==> src/rtl/rom_load_ctrl.sv <==
// ============================================================================
// Module   : rom_load_ctrl
// Purpose  : ioctl ROM download sequencer with a 2-entry FIFO and a core reset
//            hold. ROMLOAD_CKSUM_EN adds a 16-bit checksum check.
// Revision : 1.0 - initial release
// ============================================================================
`default_nettype none

module rom_load_ctrl #(
    parameter int ROM_INDEX = 0,
    parameter int ROM_AW    = 17,
    parameter int ROM_SIZE  = 'h1_8000,
    parameter int HOLD_CYC  = 16
`ifdef ROMLOAD_CKSUM_EN
    ,
    parameter logic [15:0] ROM_CKSUM = 16'h0000
`endif
) (
    input  logic              clk_sys,
    input  logic              reset_n,
    input  logic              ioctl_download,
    input  logic [7:0]        ioctl_index,
    input  logic              ioctl_wr,
    input  logic [24:0]       ioctl_addr,
    input  logic [7:0]        ioctl_dout,
    output logic              ioctl_wait,
    output logic [ROM_AW-1:0] rom_addr,
    output logic [7:0]        rom_data,
    output logic              rom_we,
    input  logic              rom_ready,
    output logic              core_reset,
    output logic              load_done,
    output logic              load_err,
    output logic [ROM_AW:0]   byte_cnt
`ifdef ROMLOAD_CKSUM_EN
    ,
    output logic [15:0]       cksum
`endif
);

    localparam int HW = $clog2(HOLD_CYC + 1);

    typedef enum logic [2:0] {
        S_IDLE  = 3'd0,
        S_LOAD  = 3'd1,
        S_DRAIN = 3'd2,
        S_HOLD  = 3'd3,
        S_RUN   = 3'd4,
        S_ERR   = 3'd5
    } state_t;

    state_t            r_state;
    logic [HW-1:0]     r_hold;
    logic              r_sel_d;

    logic [ROM_AW-1:0] r_fifo_addr [2];
    logic [7:0]        r_fifo_data [2];
    logic              r_wptr;
    logic              r_rptr;
    logic [1:0]        r_count;

`ifdef ROMLOAD_CKSUM_EN
    logic [15:0]       r_cksum;
`endif

    logic w_sel, w_rise, w_fall, w_enter;
    logic w_pop, w_push, w_try, w_in_range, w_err_evt, w_empty_next, w_good;

    assign w_sel   = ioctl_download & (ioctl_index == 8'(ROM_INDEX));
    assign w_rise  = w_sel & ~r_sel_d;
    assign w_fall  = ~w_sel & r_sel_d;
    assign w_enter = w_rise & ((r_state == S_IDLE) | (r_state == S_RUN) | (r_state == S_ERR));

    assign rom_we     = (r_count != 2'd0);
    assign ioctl_wait = (r_count == 2'd2);
    assign rom_addr   = r_fifo_addr[r_rptr];
    assign rom_data   = r_fifo_data[r_rptr];

    assign w_pop      = rom_we & rom_ready;
    assign w_in_range = (ioctl_addr < 25'(ROM_SIZE));
    assign w_try      = (r_state == S_LOAD) & ioctl_wr;
    // A full FIFO still takes a byte when the head leaves in the same cycle.
    assign w_push     = w_try & w_in_range & (~ioctl_wait | w_pop);
    assign w_err_evt  = w_try & (~w_in_range | (ioctl_wait & ~w_pop));
    assign w_empty_next = (r_count == 2'd0) | ((r_count == 2'd1) & w_pop);

`ifdef ROMLOAD_CKSUM_EN
    assign cksum  = r_cksum;
    assign w_good = (byte_cnt == (ROM_AW + 1)'(ROM_SIZE)) & ~load_err & (r_cksum == ROM_CKSUM);
`else
    assign w_good = (byte_cnt == (ROM_AW + 1)'(ROM_SIZE)) & ~load_err;
`endif

    always_ff @(posedge clk_sys or negedge reset_n) begin
        if (!reset_n) begin
            r_fifo_addr[0] <= '0;
            r_fifo_addr[1] <= '0;
            r_fifo_data[0] <= '0;
            r_fifo_data[1] <= '0;
            r_wptr         <= 1'b0;
            r_rptr         <= 1'b0;
            r_count        <= 2'd0;
        end else begin
            if (w_push) begin
                r_fifo_addr[r_wptr] <= ioctl_addr[ROM_AW-1:0];
                r_fifo_data[r_wptr] <= ioctl_dout;
                r_wptr              <= ~r_wptr;
            end
            if (w_pop) begin
                r_rptr <= ~r_rptr;
            end
            r_count <= r_count + {1'b0, w_push} - {1'b0, w_pop};
        end
    end

    // sel_d resets high so a download already running at reset release is ignored.
    always_ff @(posedge clk_sys or negedge reset_n) begin
        if (!reset_n) begin
            r_sel_d    <= 1'b1;
            r_state    <= S_IDLE;
            r_hold     <= '0;
            core_reset <= 1'b1;
            load_done  <= 1'b0;
            load_err   <= 1'b0;
            byte_cnt   <= '0;
`ifdef ROMLOAD_CKSUM_EN
            r_cksum    <= 16'h0000;
`endif
        end else begin
            r_sel_d <= w_sel;
            case (r_state)
                S_IDLE, S_RUN, S_ERR: begin
                    if (w_rise) begin
                        r_state <= S_LOAD;
                    end
                end
                S_LOAD: begin
                    if (w_fall) begin
                        r_state <= S_DRAIN;
                    end
                end
                S_DRAIN: begin
                    if (w_empty_next) begin
                        r_state <= S_HOLD;
                        r_hold  <= HW'(HOLD_CYC - 1);
                    end
                end
                S_HOLD: begin
                    if (r_hold == '0) begin
                        if (w_good) begin
                            r_state    <= S_RUN;
                            core_reset <= 1'b0;
                            load_done  <= 1'b1;
                        end else begin
                            r_state  <= S_ERR;
                            load_err <= 1'b1;
                        end
                    end else begin
                        r_hold <= r_hold - 1'b1;
                    end
                end
                default: r_state <= S_IDLE;
            endcase

            if (w_enter) begin
                byte_cnt   <= '0;
                load_err   <= 1'b0;
                load_done  <= 1'b0;
                core_reset <= 1'b1;
`ifdef ROMLOAD_CKSUM_EN
                r_cksum    <= 16'h0000;
`endif
            end else begin
                if (w_pop && !(&byte_cnt)) begin
                    byte_cnt <= byte_cnt + 1'b1;
                end
`ifdef ROMLOAD_CKSUM_EN
                if (w_pop) begin
                    r_cksum <= r_cksum + {8'h00, rom_data};
                end
`endif
                if (w_err_evt) begin
                    load_err <= 1'b1;
                end
            end
        end
    end

endmodule

`default_nettype wire

==> config.mk <==
export PLATFORM = sky130hd
export DESIGN_NAME = rom_load_ctrl
export DESIGN_NICKNAME = d
export VERILOG_FILES = /design/src/rtl/rom_load_ctrl.sv
export SDC_FILE = /design/constraint.sdc
export NUM_CORES = 1
export LEC_CHECK = 0
export ABC_AREA = 1
export BUFFER_PORTS_ARGS = -buffer_cell sky130_fd_sc_hd__buf_2
export CORE_MARGIN = 1.5
export CORE_UTILIZATION = 44
export DETAILED_ROUTE_END_ITERATION = 8
export PLACE_DENSITY_LB_ADDON = 0.3
export SYNTH_ARGS = -nofsm -noshare
export SYNTH_HDL_FRONTEND = slang
export SYNTH_SLANG_ARGS = --single-unit
==> constraint.sdc <==
create_clock -name clk_sys -period 1.6 [get_ports clk_sys]
set_clock_uncertainty 0.1 [all_clocks]
set_input_delay 0 -clock clk_sys [delete_from_list [all_inputs] [get_ports clk_sys]]
set_output_delay 0 -clock clk_sys [all_outputs]
set_load 0.03 [all_outputs]
-- After elaboration in Yosys (flattened, before gate mapping)
Index checks and enable logic that the tools add are counted.
- bits in registers: 84
- latch bits: 0
- bits in writable memories: 0
- ROM bits: 0
- output and inout bits: 48
- logic and storage cells: 120
- memories: 0
- add/sub/neg operators: 4
- multiply operators: 0
- divide/modulo/power cells: 0
- order comparisons: 4
- equal/unequal tests: 14
- shift-type cells: 0
- muxes and demuxes: 36
- bitwise operators: 27
- reductions and logical operators: 21
- operators with widths (cell ; number):
    two-way mux 17 bit ; 4
    two-way mux 18 bit ; 2
    bitwise mux 34 bit ; 1
    two-way mux 8 bit ; 4
    less-than comparator 25 x 17 -> 1 bit, second input constant ; 1
    adder 18 x 1 -> 18 bit, second input constant ; 1
    equality test 18 x 17 -> 1 bit, second input constant ; 1
    AND reduction 18 bit ; 1
    demux 17 bit (select 1 bit) ; 1
    bitwise mux 16 bit ; 1
    two-way mux 1 bit ; 14
    bitwise AND 1 bit ; 12
    two-way mux 3 bit ; 4
    case mux 3 bit (4 select lines) ; 1
    nonzero test 2 bit ; 6
    two-way mux 5 bit ; 2
    != test 2 bit, second input constant ; 5
    case mux 5 bit (2 select lines) ; 1
    AND reduction 3 bit ; 3
    demux 8 bit (select 1 bit) ; 1
    zero test 8 bit ; 1
    inverter 1 bit ; 8
    equality test 3 x 2 -> 1 bit, second input constant ; 2
    equality test 3 bit, second input constant ; 2
    other kinds (19) ; 27

-- Longest topological paths before layout
Gate-level depths: netlist (run 1).
- word-level depth: 8
- depth in mapped cells: 12
- depth with buffers taken out: 12

-- Worst setup path after synthesis (run 1)
Ideal clock, no wire load.
- path type: register to register
- start point: register byte_cnt[0]
- end point: register byte_cnt[13]
- setup time: 0.119 ns
- arrival: 1.721 ns
- required time: 1.381 ns
- setup slack: -0.340 ns
- stages on the path, launching flop included: 10
- buffers on the path: 1
- period minus slack after synthesis: 1.940 ns
- cell sequence: dfrtp_1 ha_1 nand2_1 nor2_2 nand2_2 nor2_4 a21oi_4 buf_4 nand4_1 nand2_1
- word-level cells in the longest chain between the ends: 4
- RTL lines (what ; RTL line ; text):
    from (decl) ; 34 ; output logic [ROM_AW:0] byte_cnt
    from (signal assigned) ; 175 ; byte_cnt <= byte_cnt + 1'b1;
    parallel branches: the longest is 4 deep, another holds adder 18 x 1 -> 18 bit ; - ;
Several ways; the timed one is not identified. The select of a mux whose other input is x is not followed.
A chain may end at the register's enable or synchronous reset.

-- Final worst setup path (run 1)
- start point: register r_state[2]
- end point: register r_fifo_data[15] in the netlist's numbering
- word-level cells in the longest chain between the ends: 4
- RTL lines (what ; RTL line ; text):
    from (decl) ; 52 ; state_t r_state;
    from (signal assigned) ; 120 ; r_state <= S_IDLE;
    from (signal assigned) ; 134 ; r_state <= S_LOAD;
    from (signal assigned) ; 139 ; r_state <= S_DRAIN;
    equality test 3 x 1 -> 1 bit ; 81 ; assign w_try = (r_state == S_LOAD) & ioctl_wr;
    bitwise AND 1 bit ; 81 ;
    bitwise AND 1 bit (2 in a row) ; 83 ; assign w_push = w_try & w_in_range & (~ioctl_wait | w_pop);
    to (signal, indexed assignment) ; 106 ; r_fifo_data[r_wptr] <= ioctl_dout;
    to (decl) ; 57 ; logic [7:0] r_fifo_data [2];
No other way between the ends.

==> run metrics, run 1 <==
Reg2Reg Depth 9; Root Driver clkbuf_8; area of the die 0.01060 sq mm; failing checks negative hold slack, negative setup slack; H-tree Lvls 3; slowest CP cell dfrtp_1; final period utilization 1.138; Tot GR Track Use 0.2446; Pleak 3.670 nW; Syn Area/Cell 7.402 sq um; Post-Synth Simple-Gate Area 0.3381; R2R setup slack -0.22 ns; final wirelength 15.92 mm; Max FO, Critical Path 6; total core area 0.009729 sq mm; post-synthesis compound-gate area fraction 0.07371; # IOs 94; Peak VDD IR 683.3 uV; Finish-stage setup viols 66; CTS tree yes; worst slew pin tran 0.4214 ns; largest net degree at the start of global routing 51; RR Endpoint r_fifo_data[15]$_DFFE_PN0P_; adder-cell share of the synthesized area 0.01423; status finished with violations; antenna-violating nets left 0; first-pass GRT wire length 20.08 mm; Initial Util 0.4519; worst skew pair latency 0.37 ns; mapped cell area 0.004397 sq mm; drt first pass iters 5; Yosys warnings 0; Yosys reg bits 84; CTS max path bufs 2; async set-reset flop share out of synthesis 1.000; Max Cap Violations 0; # diodes 0; Setup WS post-layout -0.2203 ns; CP max stage delay 0.42 ns; main flop type after synthesis dfrtp_1; CP Data Arrival Time 1.99 ns; RSZ-0062 raised after global routing yes; Die Span X 103.0 um; Synth Net Count 645; Final GP Congestion 0.8724; design area 0.006954 sq mm; Yosys cell types 33; required time of the critical path 1.77 ns; gr ovfl total 0; TritonCTS Buffers 9; Slew Viols, Final 0; Synth Instances 594; cells along the critical path nor2_4 > nand2_2 > nor2_4 > buf_6 > nand3b_4 > buf_12 > clkbuf_16 > nand2_2 > o21ai_1; Vias 4,940; 1st-iter DRT viols 258; Hold Slack -0.0002385 ns; Place WS -0.1941 ns; hold crit path type input port to async pin; most frequent cells in the layout nand2_1 (165), buf_2 (93), dfrtp_1 (79); most common cell after layout, fill and taps aside nand2_1; fmax 549.4 MHz; post-synthesis sequential area ratio 0.4787; Post-synth EDFFs 0; non-filler cells, final 927; main combinational cell family by area after synthesis simple AND/OR/NAND/NOR gates; Die Y 103.0 um; I/O Buffers 93; Slew headroom 0.7190; initial antenna violation count 0; post-synthesis mux area share 0; Vias/cell 5.329; Layout fillers 712; CP Class register to register; worst reg2reg startpoint r_state[2]$_DFFE_PN0P_; post-route minimum period 1.820 ns; DRC 0; Rows 36; critical path launch point type register; CTS Sinks 84; dpl hpwl 7.648 mm; vias in the first global route 4,457; area delta synth->final 58.17%; Placed Instances 847; fraction of layout cells with a size suffix above 1 0.4043; drt wl/cell 17.17 um; CP endpoint kind register; Post-Synth XOR/XNOR Area 0.01394; clock-pin transition on the worst setup and hold timing paths 0.10 ns; PwrDens 1003 mW/mm^2; Power Total 6.977 mW; NumNets Final 840; placed inst area 0.005385 sq mm; Final Hold Viols 1
==> stage by stage <==
step                       TNS, ns  utilization
after floorplan             -2.383            -
after global placement    -0.08585       0.5535
after detailed placement    -2.305       0.5535
after CTS                   -1.698       0.6397
after global routing        -13.82       0.7148
final                       -8.283       0.7148
==> flip-flops by register name, indices dropped and copies added (netlist names) <==
register / flops
byte_cnt: 18
load_err: 1
r_rptr: 1
r_wptr: 1
r_fifo_addr: 34
r_fifo_data: 16
load_done: 1
r_hold: 5
r_state: 3
r_count: 2
core_reset: 1
r_sel_d: 1
==> cells by family (layout without fill, tap and decap cells) <==
family	Yosys count	count (layout)
adders and majority gates	5	5
xor gates and xnor gates	7	7
AOI/OAI and AO/OA	61	61
and+or+nand+nor	350	350
DFF	84	84
buffers and inverters	87	287
==> report_power, final <==
part | total (mW) | switching, mW | internal (mW) | leakage, nW
clock network | 1.70 | 0.911 | 0.793 | 0.106
logic | 2.74 | 1.67 | 1.08 | 2.44
registers | 2.53 | 0.209 | 2.32 | 1.13
total | 6.98 | 2.79 | 4.19 | 3.67
==> worst max-delay path, delay by kind of cell (launching register included) <==
| kind | cells | cell delay [ns] |
|---|---|---|
| and+or+nand+nor | 5 | 0.61 |
| buffers and inverters | 3 | 0.51 |
| DFF | 1 | 0.42 |
| AOI/OAI and AO/OA | 1 | 0.06 |
==> metal layers <==
layer	track usage	share of wire	vias to the layer above	routed length [um]
met5	0	0	-	0
met4	0.1019	0.039	0	614
met3	0.04000	0.062	68	992
met2	0.4276	0.53	209	8363
met1	0.3002	0.37	2389	5951
li1	-	-	2274	-
==> worst max path at each step <==
stage	startpoint	endpoint	slack (ns)	cells after the start
finish	r_state[2]$_DFFE_PN0P_	r_fifo_data[15]$_DFFE_PN0P_	-0.22	9
global route	r_state[2]$_DFFE_PN0P_	r_fifo_data[13]$_DFFE_PN0P_	-0.29	9
CTS	r_state[0]$_DFFE_PN0P_	r_fifo_addr[19]$_DFFE_PN0P_	-0.08	9
detailed placement	r_count[0]$_DFF_PN0_	r_count[1]$_DFF_PN0_	-0.19	11
global placement	r_count[0]$_DFF_PN0_	r_count[1]$_DFF_PN0_	-0.09	11
floorplan	byte_cnt[0]$_DFFE_PN0P_	byte_cnt[13]$_DFFE_PN0P_	-0.15	10
==> layout make-up <==
type                    count  area (sq um)  share of cell area
inverters                  67         264.0             0.03796
flip-flops and latches     84          2108              0.3032
multi-input cells         423          2459              0.3535
well taps                 133         166.4             0.02393
repair buffers            204          1744              0.2508
clock inverters             6         75.07             0.01080
clock buffers              10         137.6             0.01979
==> cells in the mapped netlist (5+ instances only) <==
master    number  share of area
nand2_1      222           0.19
dfrtp_1       82           0.47
inv_1         64          0.055
o21ai_0       49          0.056
nand3_1       47          0.054
nor2_1        45          0.038
nand4_1       17          0.024
buf_2          9          0.010
clkbuf_1       8         0.0068
nor2_2         7          0.010
o21ai_1        7         0.0080
xor2_1         7          0.014
ha_1           5          0.014
==> timing repair <==
item | CTS | global route
setup buffers | 10 | 5
hold buffers | 37 | 0
resized for setup | 22 | 194
gates cloned | 5 | 10
pin swaps | 6 | 12
endpoints found under the hold margin | 135 | 0
setup endpoints to repair | 91 | 107
Power figures use the tool's default switching activity.
==> inputs of run 2 (changes only) <==
- CORE_UTILIZATION: 44 -> 49
- REMOVE_ABC_BUFFERS: default -> 1
==> run 2 against run 1 <==
Effect of this change:
- the run ends with negative setup slack left
- hold slack gained 0.035 ns
- combinational power grew 8.8%
- fmax grew 4.9%
- power shrank 1.2%
- critical path depth is the same
- critical path type unchanged
- highest routed layer unchanged
==> run metrics, run 2 (synthesis gave the netlist of run 1 again) <==
drt wl/cell 14.01 um; Setup WS post-layout -0.1355 ns; drt first pass iters 5; required time of the critical path 1.72 ns; NumNets Final 829; area delta synth->final 43.23%; Layout fillers 688; Power Total 6.897 mW; critical path launch point type register; failing checks negative setup slack; CP Class register to register; DRC 0; Sum Neg Setup Slack -5.490 ns; final wirelength 12.48 mm; most common cell after layout, fill and taps aside nand2_1; Vias/cell 5.178; Layout Utilization 0.7221; worst skew pair latency 0.35 ns; largest reg by FF count r_fifo_addr; Finish-stage setup viols 75; Peak VDD IR 1172 uV; worst slew pin tran 0.4442 ns; fraction of layout cells with a size suffix above 1 0.3193; Initial Util 0.5042; fmax 576.2 MHz; CP Data Arrival Time 1.86 ns; clock-pin transition on the worst setup and hold timing paths 0.09 ns; cells along the critical path nor2_4 > nand2_2 > nor2_4 > buf_4 > buf_4 > nand3b_4 > clkbuf_16 > nand2_1 > o21ai_0; TritonCTS Buffers 9; dpl hpwl 7.320 mm; area of the die 0.009550 sq mm; CP endpoint kind register; Hold Slack 0.03430 ns; CTS Sinks 84; Slew Viols, Final 0; slowest CP cell dfrtp_1; I/O Buffers 93; top flop regs r_fifo_addr (34), byte_cnt (18), r_fifo_data (16); vias in the first global route 4,228; post-route minimum period 1.735 ns; CP max stage delay 0.42 ns; Slew headroom 0.7038; Vias 4,614; 1st-iter DRT viols 182; status finished with violations; # IOs 94; total core area 0.008721 sq mm; final period utilization 1.085; max reg flops 34; CTS max path bufs 2; Die Span X 97.73 um; RSZ-0062 raised after global routing yes; PwrDens 1095 mW/mm^2; Tot GR Track Use 0.2431; Root Driver clkbuf_8; Final Hold Viols 0; CTS tree yes; first-pass GRT wire length 19.10 mm; gr ovfl total 0; H-tree Lvls 3; Die Y 97.73 um; Final GP Congestion 0.9293; most frequent cells in the layout nand2_1 (208), buf_2 (92), dfrtp_1 (81); initial antenna violation count 0; Max FO, Critical Path 12; Pleak 3.397 nW; hold crit path type input port to async pin; Rows 34; antenna-violating nets left 0; Max Cap Violations 0; largest net degree at the start of global routing 51; # diodes 0
==> run 2: report_power, final <==
| group | switching, mW | total, mW | internal, mW |
|---|---|---|---|
| Clock | 0.819 | 1.43 | 0.615 |
| Sequential | 0.169 | 2.48 | 2.32 |
| Combinational | 1.73 | 2.98 | 1.25 |
| Total | 2.72 | 6.90 | 4.18 |
==> run 2: critical path, delay by kind of cell (launching register included) <==
family | cells | cell delay [ns]
and+or+nand+nor | 5 | 0.54
buffers and inverters | 3 | 0.46
DFF | 1 | 0.42
AOI/OAI and AO/OA | 1 | 0.08
==> run 2: repair_timing <==
item / in CTS / in global routing
setup buffers: 6 / 12
gates cloned: 2 / 3
resized for setup: 29 / 58
pin swaps: 14 / 29
setup endpoints to repair: 44 / 104
hold buffers: 29 / 2
endpoints found under the hold margin: 135 / 2
==> run 2: final timing paths <==
| kind | endpoint | from | depth (start not counted) | slack, ns |
|---|---|---|---|---|
| worst max-delay path | r_fifo_data[9]$_DFFE_PN0P_ | r_state[2]$_DFFE_PN0P_ | 9 | -0.14 |
| worst min-delay path | r_fifo_data[5]$_DFFE_PN0P_ | reset_n | 2 | 0.03 |
| worst max register to register | r_fifo_data[9]$_DFFE_PN0P_ | r_state[2]$_DFFE_PN0P_ | 9 | -0.14 |
| worst min register to register | core_reset$_DFFE_PN1P_ | core_reset$_DFFE_PN1P_ | 2 | 0.37 |
| max in group asynchronous | r_sel_d$_DFF_PN1_ | reset_n | 3 | 0.73 |
| min in group clk_sys | r_count[0]$_DFF_PN0_ | ioctl_wr | 7 | 0.16 |
==> run 2: final cells by class <==
class                           instances  area (sq um)  share of cell area
Clock buffer                           10         137.6             0.02186
Clock inverter                          6         45.04            0.007153
Inverter                               67         269.0             0.04272
Multi-Input combinational cell        423          2147              0.3409
Sequential cell                        84          2106              0.3344
Tap cell                              108         135.1             0.02146
Timing Repair Buffer                  192          1451              0.2305
Timing Repair inverter                  1         6.256           0.0009934
==> run 2: stage by stage <==
step	std cells	cell area, sq um	setup slack (ns)
after detailed placement	823	5334	-0.1394
after CTS	876	5987	-0.1480
after floorplan	574	4295	-0.3520
after global routing	891	6297	-0.2143
after global placement	823	5334	-0.01647
final	891	6297	-0.1355
==> run 2: metal layers <==
metal / track usage / wire (um)
met1: 0.3300 / 5337
met4: 0.07692 / 239
met5: 0 / 0
met3: 0.02590 / 612
met2: 0.4119 / 6290
